<file path="config.mk">
export PLATFORM = sky130hd
export DESIGN_NAME = rv32i_clint
export DESIGN_NICKNAME = d
export VERILOG_FILES = /design/src/rtl/rv32i_clint.sv
export SDC_FILE = /design/constraint.sdc
export NUM_CORES = 1
export LEC_CHECK = 0
export ABC_CLOCK_PERIOD_IN_PS = 3400
export BUFFER_PORTS_ARGS = -buffer_cell sky130_fd_sc_hd__clkbuf_2
export CAP_MARGIN = 25
export CELL_PAD_IN_SITES_DETAIL_PLACEMENT = 1
export CELL_PAD_IN_SITES_GLOBAL_PLACEMENT = 1
export CORE_ASPECT_RATIO = 0.5
export CORE_MARGIN = 2
export CORE_UTILIZATION = 46
export CTS_CLUSTER_SIZE = 14
export DETAILED_ROUTE_END_ITERATION = 6
export GPL_ROUTABILITY_DRIVEN = 0
export HOLD_SLACK_MARGIN = 0.15
export PLACE_DENSITY = 0.77
export SLEW_MARGIN = 0
export SYNTH_ARGS = -nofsm -noshare
export SYNTH_HDL_FRONTEND = slang
export SYNTH_SLANG_ARGS = --single-unit
</file>
<file path="constraint.sdc">
create_clock -name i_clk -period 3.4 [get_ports i_clk]
set_input_delay 0.51 -clock i_clk [delete_from_list [all_inputs] [get_ports i_clk]]
set_output_delay 0.51 -clock i_clk [all_outputs]
set_load 0.02 [all_outputs]
</file>
<file path="src/rtl/rv32i_clint.sv">
// Core-local interruptor: msip, mtime and mtimecmp behind a one-cycle bus,
// plus the timer, software and external interrupt lines for the CSR unit.
module rv32i_clint #(
  parameter int unsigned PRESCALE = 1
) (
  input  logic        i_clk,
  input  logic        i_rst_n,
  input  logic        i_req,
  input  logic        i_we,
  input  logic [4:0]  i_addr,
  input  logic [31:0] i_wdata,
  output logic        o_ack,
  output logic [31:0] o_rdata,
  input  logic        i_ext_irq,
  output logic        o_timer_interrupt,
  output logic        o_software_interrupt,
  output logic        o_external_interrupt
);

  localparam int unsigned AW = 5;
  localparam int unsigned DW = 32;
  localparam int unsigned TW = 64;
  localparam int unsigned PW = 16;

  localparam logic [AW-1:0] ADDR_MSIP      = AW'(5'h00);
  localparam logic [AW-1:0] ADDR_MTIMECMPL = AW'(5'h08);
  localparam logic [AW-1:0] ADDR_MTIMECMPH = AW'(5'h0C);
  localparam logic [AW-1:0] ADDR_MTIMEL    = AW'(5'h10);
  localparam logic [AW-1:0] ADDR_MTIMEH    = AW'(5'h14);

  localparam logic [PW-1:0] PRESC_MAX = PW'(PRESCALE - 1);

  logic [PW-1:0] presc_q, presc_d;
  logic [TW-1:0] mtime_q, mtime_d;
  logic [TW-1:0] mtimecmp_q, mtimecmp_d;
  logic          msip_q, msip_d;
  logic          sync1_q, sync2_q;
  logic          timer_q, timer_d;
  logic          ack_q, ack_d;
  logic [DW-1:0] rdata_q, rdata_d;

  logic          tick_c;
  logic          wr_c;
  logic          rd_c;
  logic [DW-1:0] rmux_c;

  assign tick_c = (presc_q == PRESC_MAX);
  assign wr_c   = i_req & i_we;
  assign rd_c   = i_req & ~i_we;

  // Read mux; full-address compare means unaligned offsets fall to zero.
  always_comb begin
    rmux_c = '0;
    case (i_addr)
      ADDR_MSIP:      rmux_c = DW'({31'b0, msip_q});
      ADDR_MTIMECMPL: rmux_c = mtimecmp_q[31:0];
      ADDR_MTIMECMPH: rmux_c = mtimecmp_q[63:32];
      ADDR_MTIMEL:    rmux_c = mtime_q[31:0];
      ADDR_MTIMEH:    rmux_c = mtime_q[63:32];
      default:        rmux_c = '0;
    endcase
  end

  // Next-state: a bus write to an mtime half overrides that cycle's increment.
  always_comb begin
    presc_d    = tick_c ? '0 : presc_q + PW'(1);
    mtime_d    = tick_c ? mtime_q + TW'(1) : mtime_q;
    mtimecmp_d = mtimecmp_q;
    msip_d     = msip_q;
    if (wr_c) begin
      case (i_addr)
        ADDR_MSIP:      msip_d = i_wdata[0];
        ADDR_MTIMECMPL: mtimecmp_d = {mtimecmp_q[63:32], i_wdata};
        ADDR_MTIMECMPH: mtimecmp_d = {i_wdata, mtimecmp_q[31:0]};
        ADDR_MTIMEL:    mtime_d = {mtime_q[63:32], i_wdata};
        ADDR_MTIMEH:    mtime_d = {i_wdata, mtime_q[31:0]};
        default:        ;
      endcase
    end
    timer_d = (mtime_q >= mtimecmp_q);
    ack_d   = i_req;
    rdata_d = rd_c ? rmux_c : '0;
  end

  always_ff @(posedge i_clk) begin
    if (!i_rst_n) begin
      presc_q    <= '0;
      mtime_q    <= '0;
      mtimecmp_q <= '1;
      msip_q     <= 1'b0;
      sync1_q    <= 1'b0;
      sync2_q    <= 1'b0;
      timer_q    <= 1'b0;
      ack_q      <= 1'b0;
      rdata_q    <= '0;
    end else begin
      presc_q    <= presc_d;
      mtime_q    <= mtime_d;
      mtimecmp_q <= mtimecmp_d;
      msip_q     <= msip_d;
      sync1_q    <= i_ext_irq;
      sync2_q    <= sync1_q;
      timer_q    <= timer_d;
      ack_q      <= ack_d;
      rdata_q    <= rdata_d;
    end
  end

  assign o_ack                = ack_q;
  assign o_rdata              = rdata_q;
  assign o_timer_interrupt    = timer_q;
  assign o_software_interrupt = msip_q;
  assign o_external_interrupt = sync2_q;

endmodule

</file>
# --- After elaboration in Yosys (flattened, before gate mapping) ---
# Index checks and enable logic that the tools add are counted.
classes:
  mux: 5
  n_eq_ne: 6
  reduce_logical: 7
  n_lt_le_gt_ge: 1
  addsub: 2
  bitwise: 6
op_table:
  columns: ["op", "count"]
  rows:
  - ["one-hot mux 64 bit (2 select lines)", 2]
  - ["one-hot mux 32 bit (5 select lines)", 1]
  - ["2-to-1 mux 64 bit", 2]
  - ["adder 64 x 1 -> 64 bit, second input constant", 1]
  - [">= comparator 64 bit", 1]
  - ["adder 16 x 1 -> 16 bit, second input constant", 1]
  - ["zero test 16 bit", 1]
  - ["equality test 5 x 4 -> 1 bit, second input constant", 2]
  - ["equality test 5 bit, second input constant", 2]
  - ["AND reduction 3 bit", 2]
  - ["zero test 5 bit", 1]
  - ["inequality test 2 bit, second input constant", 2]
  - ["NOT 1 bit", 4]
  - ["AND reduction 2 bit", 2]
  - ["bitwise AND 1 bit", 2]
  - ["OR reduction 2 bit", 1]
totals:
  word_cells: 38
  register_bits: 181
  output_inout_bits: 36

# --- Longest topological paths before layout ---
depth:
  depth_word: 4
  depth_mapped: 9
  ltp_nobuf: 8

# --- Worst setup path before layout ---
# Ideal clock, no wire load.
synth_timing:
  path_type: "input-to-reg"
  start: "input i_addr[2]"
  end: "register mtimecmp_q[27]"
  setup_time_ps: 141
  arrival_time_ps: 2076
  cell_stages: 8
  path_slack_ps: 1183
  path_cell_list: "clkbuf_1 nor4_1 and2_1 clkbuf_1 nor2b_1 buf_2 buf_2 o211ai_1"
synth_via:
  elab_chain_cells: 3
  elab_cells_between_ends: 4
synth_rtl:
  columns: ["element", "line", "text"]
  rows:
  - ["from (decl)", "10", "input logic [4:0] i_addr,"]
  - ["equality test 5 x 4 -> 1 bit", "71", "case (i_addr)"]
  - ["NOT 1 bit (no source line)", null, null]
  - ["AND reduction 3 bit (no source line) (*)", null, null]
  - ["to (signal assigned)", "99", "mtimecmp_q <= mtimecmp_d;"]
  - ["to (decl)", "35", "logic [TW-1:0] mtimecmp_q, mtimecmp_d;"]
# Every way passes the cells marked *; elsewhere a longest branch is shown, timed or not.
# A chain may end at the register's enable or synchronous reset.

# --- Final worst setup path ---
layout_timing:
  start: "register presc_q[0]"
  end: "register mtime_q[32]"
layout_via:
  elab_chain_cells: 4
layout_rtl:
  columns: ["element", "line", "text"]
  rows:
  - ["from (decl)", "33", "logic [PW-1:0] presc_q, presc_d;"]
  - ["from (signal assigned)", "97", "presc_q <= presc_d;"]
  - ["zero test 16 bit (*)", "47", "assign tick_c = (presc_q == PRESC_MAX);"]
  - ["2-to-1 mux 64 bit (*)", "67", "mtime_d = tick_c ? mtime_q + TW'(1) : mtime_q;"]
  - ["one-hot mux 64 bit (2 select lines)", "71", null]
  - ["2-to-1 mux 64 bit (*)", "70", "if (wr_c) begin"]
  - ["to (signal assigned)", "98", "mtime_q <= mtime_d;"]
  - ["to (decl)", "34", "logic [TW-1:0] mtime_q, mtime_d;"]
# Marked as above.

==> key figures <==
Outcome
  – Outcome: finished, final reports clean

Yosys
  – EDFF count, synth: 0
  – Avg Cell Area, Syn: 8.396 µm²
  – Netlist cell types: 81
  – Mapped Nets: 1,337
  – Post-synthesis sequential area ratio: 35.15%
  – Post-Syn Instances: 1,228
  – Synthesized cell area: 10,310 µm²
  – Yosys Warn Count: 0
  – Dominant synthesized flop cell: dfxtp_1
  – Yosys reg bits: 181
  – Fraction of registers with async set/reset: 0%

Floorplan
  – Die area: 23,700 µm²
  – # rows: 38
  – Die X: 215.7 µm
  – Die Ht: 109.9 µm
  – Starting Density: 47.24%
  – IO Pins: 78
  – Core ar.: 21,820 µm²

STA
  – Final Setup Violations: 0
  – Slew @ Worst Pin: 999.5 ps
  – Max-slew headroom: 33.21%
  – Final min period: 2791 ps
  – Crit share post-route: 82.08%
  – Max frequency: 358.3 MHz
  – RSZ-0062 raised after global routing: no
  – Worst Skew: 12.63 ps
  – Setup TNS: 0 ps
  – Pins Over Slew Limit: 0
  – Fin worst setup slack: 609.3 ps
  – Final hold viol count: 0

Worst setup path
  – Critical path peak fanout: 7
  – CP arrival: 3180 ps
  – Setup CP Type: reg -> reg
  – Setup crit end kind: register
  – Critical path required time: 3790 ps
  – Crit start category: register

Route
  – Routed length on met2: 15,870 µm
  – Max Used Layer: met4
  – Residual DRC count: 0
  – Via density: 6.259
  – Post-Route WL: 36,070 µm
  – DRT antenna net count: 0
  – Met3 wire length: 2527 µm
  – Routed vias: 10,020
  – Routed WL per cell: 22.53 µm
  – Drt first-iter violations: 707
  – DRT met1 WL: 16,880 µm
  – Drt first pass iters: 5

Power
  – Pint: 3.313 mW
  – Combinational share of power: 5.2%
  – Power density cells: 374.4 nW/µm²
  – Share of total power in the clock network: 45.4%
  – Sw frac: 24.09%
  – NetSw: 1.052 mW
  – Pleak: 4.977 nW
  – Worst VDD drop: 0.2625 mV
  – Power Total: 4.364 mW
  – Sequential power share: 49.4%

Clock tree
  – CTS tree: yes
  – Htree depth: 4
  – Clock-pin slew on the worst setup and hold paths: 70 ps
  – Setup bufs post-CTS: 0
  – Clock Latency Late Sink: 470 ps
  – Hold Buf Count CTS: 0
  – Clock buffer depth: 2
  – Clock sinks: 181
  – Post_cts resized: 0
  – Clk root buf: clkbuf_16
  – Num CTS Buffers: 17

Placed design
  – Setup WS pre-CTS: 490.2 ps
  – Port buffer count: 77
  – Detailed Place HPWL: 25,890 µm
  – Dpl cells: 1,569

Flow run
  – Max Cap Viol: 0

GRT
  – Number of global-route vias before repair: 10,350
  – Grt total ovfl: 0
  – First-pass GRT wire length: 57,400 µm
  – Antenna violations before repair: 0
  – Overall Global Routing Usage: 31.30%
  – Largest net degree at the start of global routing: 84

Cells and area
  – Final net count: 1,397
  – Ratio of cells with drive above 1 in the final layout: 14.30%
  – Area Growth Syn to Fin: 13.07%
  – Final Instance Count excl. Fillers: 1,601
  – Fill cells: 2,604
  – Diode count: 0

Hold path
  – Hold Crit Class: in -> reg
-- cell usage in the layout (no fill, tap or decap), types with 15 or more instances in the layout --
cell type,count
nand2_1,120
a211oi_1,18
and3_1,26
clkbuf_2,76
a31oi_1,19
inv_1,75
a221oi_1,36
clkbuf_16,17
buf_4,36
a21oi_1,52
nor4_1,15
o21ai_0,47
and2_1,15
nor3_1,15
mux2i_1,35
nand3_1,43
dfxtp_1,181
and4_1,19
nand4_1,37
nor2_1,118
o211ai_1,69
ha_1,67
-- flip-flops by register name, indices dropped and copies added (netlist names) --
name,flops
sync1_q,1
o_rdata,32
presc_q,16
mtimecmp_q,64
o_software_interrupt,1
o_external_interrupt,1
o_ack,1
o_timer_interrupt,1
mtime_q,64
-- critical path, cell delays in order, from the launching register on --
cell and delay, ps:
dfxtp_1 380, inv_1 90, ha_1 180, nor4b_4 270, and4_1 410, nand3_1 210, nor4_1 760, a311oi_1 210
nor3_1 210
-- layout make-up --
type	instances	area, µm²	area share, %
Multi-Input combinational cell	897	6088	52.23
Inverter	76	285.3	2.447
Clock inverter	8	72.57	0.6225
Clock buffer	24	501.7	4.304
Sequential cell	181	3623	31.08
Timing Repair Buffer	115	710.7	6.096
Tap cell	300	375.4	3.220
-- cells in the mapped netlist (7+ instances only) --
cell      number  share of area (%)
inv_1         75                2.7
nand2_1      120                4.4
nor2_1       119                4.3
dfxtp_1      181                 35
a311oi_1       9               0.76
nand3_1       43                2.1
mux2_2        10                1.1
a31oi_1       19                1.2
nand4_1       37                2.2
o21ai_1        7               0.34
nor4_1        16               0.97
nor3_1        15               0.73
and3_1        27                1.6
a211oi_1      18                1.3
a21oi_1       52                2.5
or3_1          9               0.55
a221oi_1      36                3.1
mux2i_1       35                3.4
o21ai_0       47                2.3
o211ai_1      69                5.0
and2_1        15               0.91
clkbuf_1      38                1.4
and4_1        19                1.6
buf_2         24                1.2
xor2_1         8               0.68
mux2_1         7               0.76
ha_1          67                8.1
-- layer usage --
metal  GRT usage, %  vias to the layer above
met5              0                        -
li1               -                     4670
met3          6.971                       55
met1          42.43                     4967
met4          10.54                        0
met2          49.59                      329
-- kinds of logic after synthesis --
group	after synthesis	synth area share, %
simple gates	466	24.37
compound gates	299	19.85
flops	181	35.15
buf+inv	150	6.141
fa+ha+maj	67	8.131
mux	52	5.255
xor+xnor	13	1.104
-- metrics by stage --
step	utilization, %	area (µm²)	hold slack [ps]
after floorplan	-	10310	411.9
final	53.42	11660	259.4
after CTS	53.42	11660	248.6
after global routing	53.42	11660	245.4
after detailed placement	50.79	11080	428.8
after global placement	50.79	11080	418.3
-- power groups by stage --
| stage | logic, mW | registers (mW) | clock network (mW) |
|---|---|---|---|
| after global placement | 0.215 | 2.20 | 0 |
| after detailed placement | 0.221 | 2.20 | 0 |
| after CTS | 0.225 | 2.15 | 1.99 |
| after floorplan | 0.118 | 2.20 | 0 |
| after global routing | 0.245 | 2.16 | 2.09 |
| final | 0.229 | 2.15 | 1.98 |
-- final timing paths --
check | start | end | slack, ps | cells past startpoint
worst min register to register | sync1_q | o_external_interrupt | 440 | 1
worst min-delay path | i_ext_irq | sync1_q | 260 | 2
worst max-delay path | presc_q[0] | mtime_q[32] | 610 | 8
worst max register to register | presc_q[0] | mtime_q[32] | 610 | 8
(Power assumes the default switching activity.)
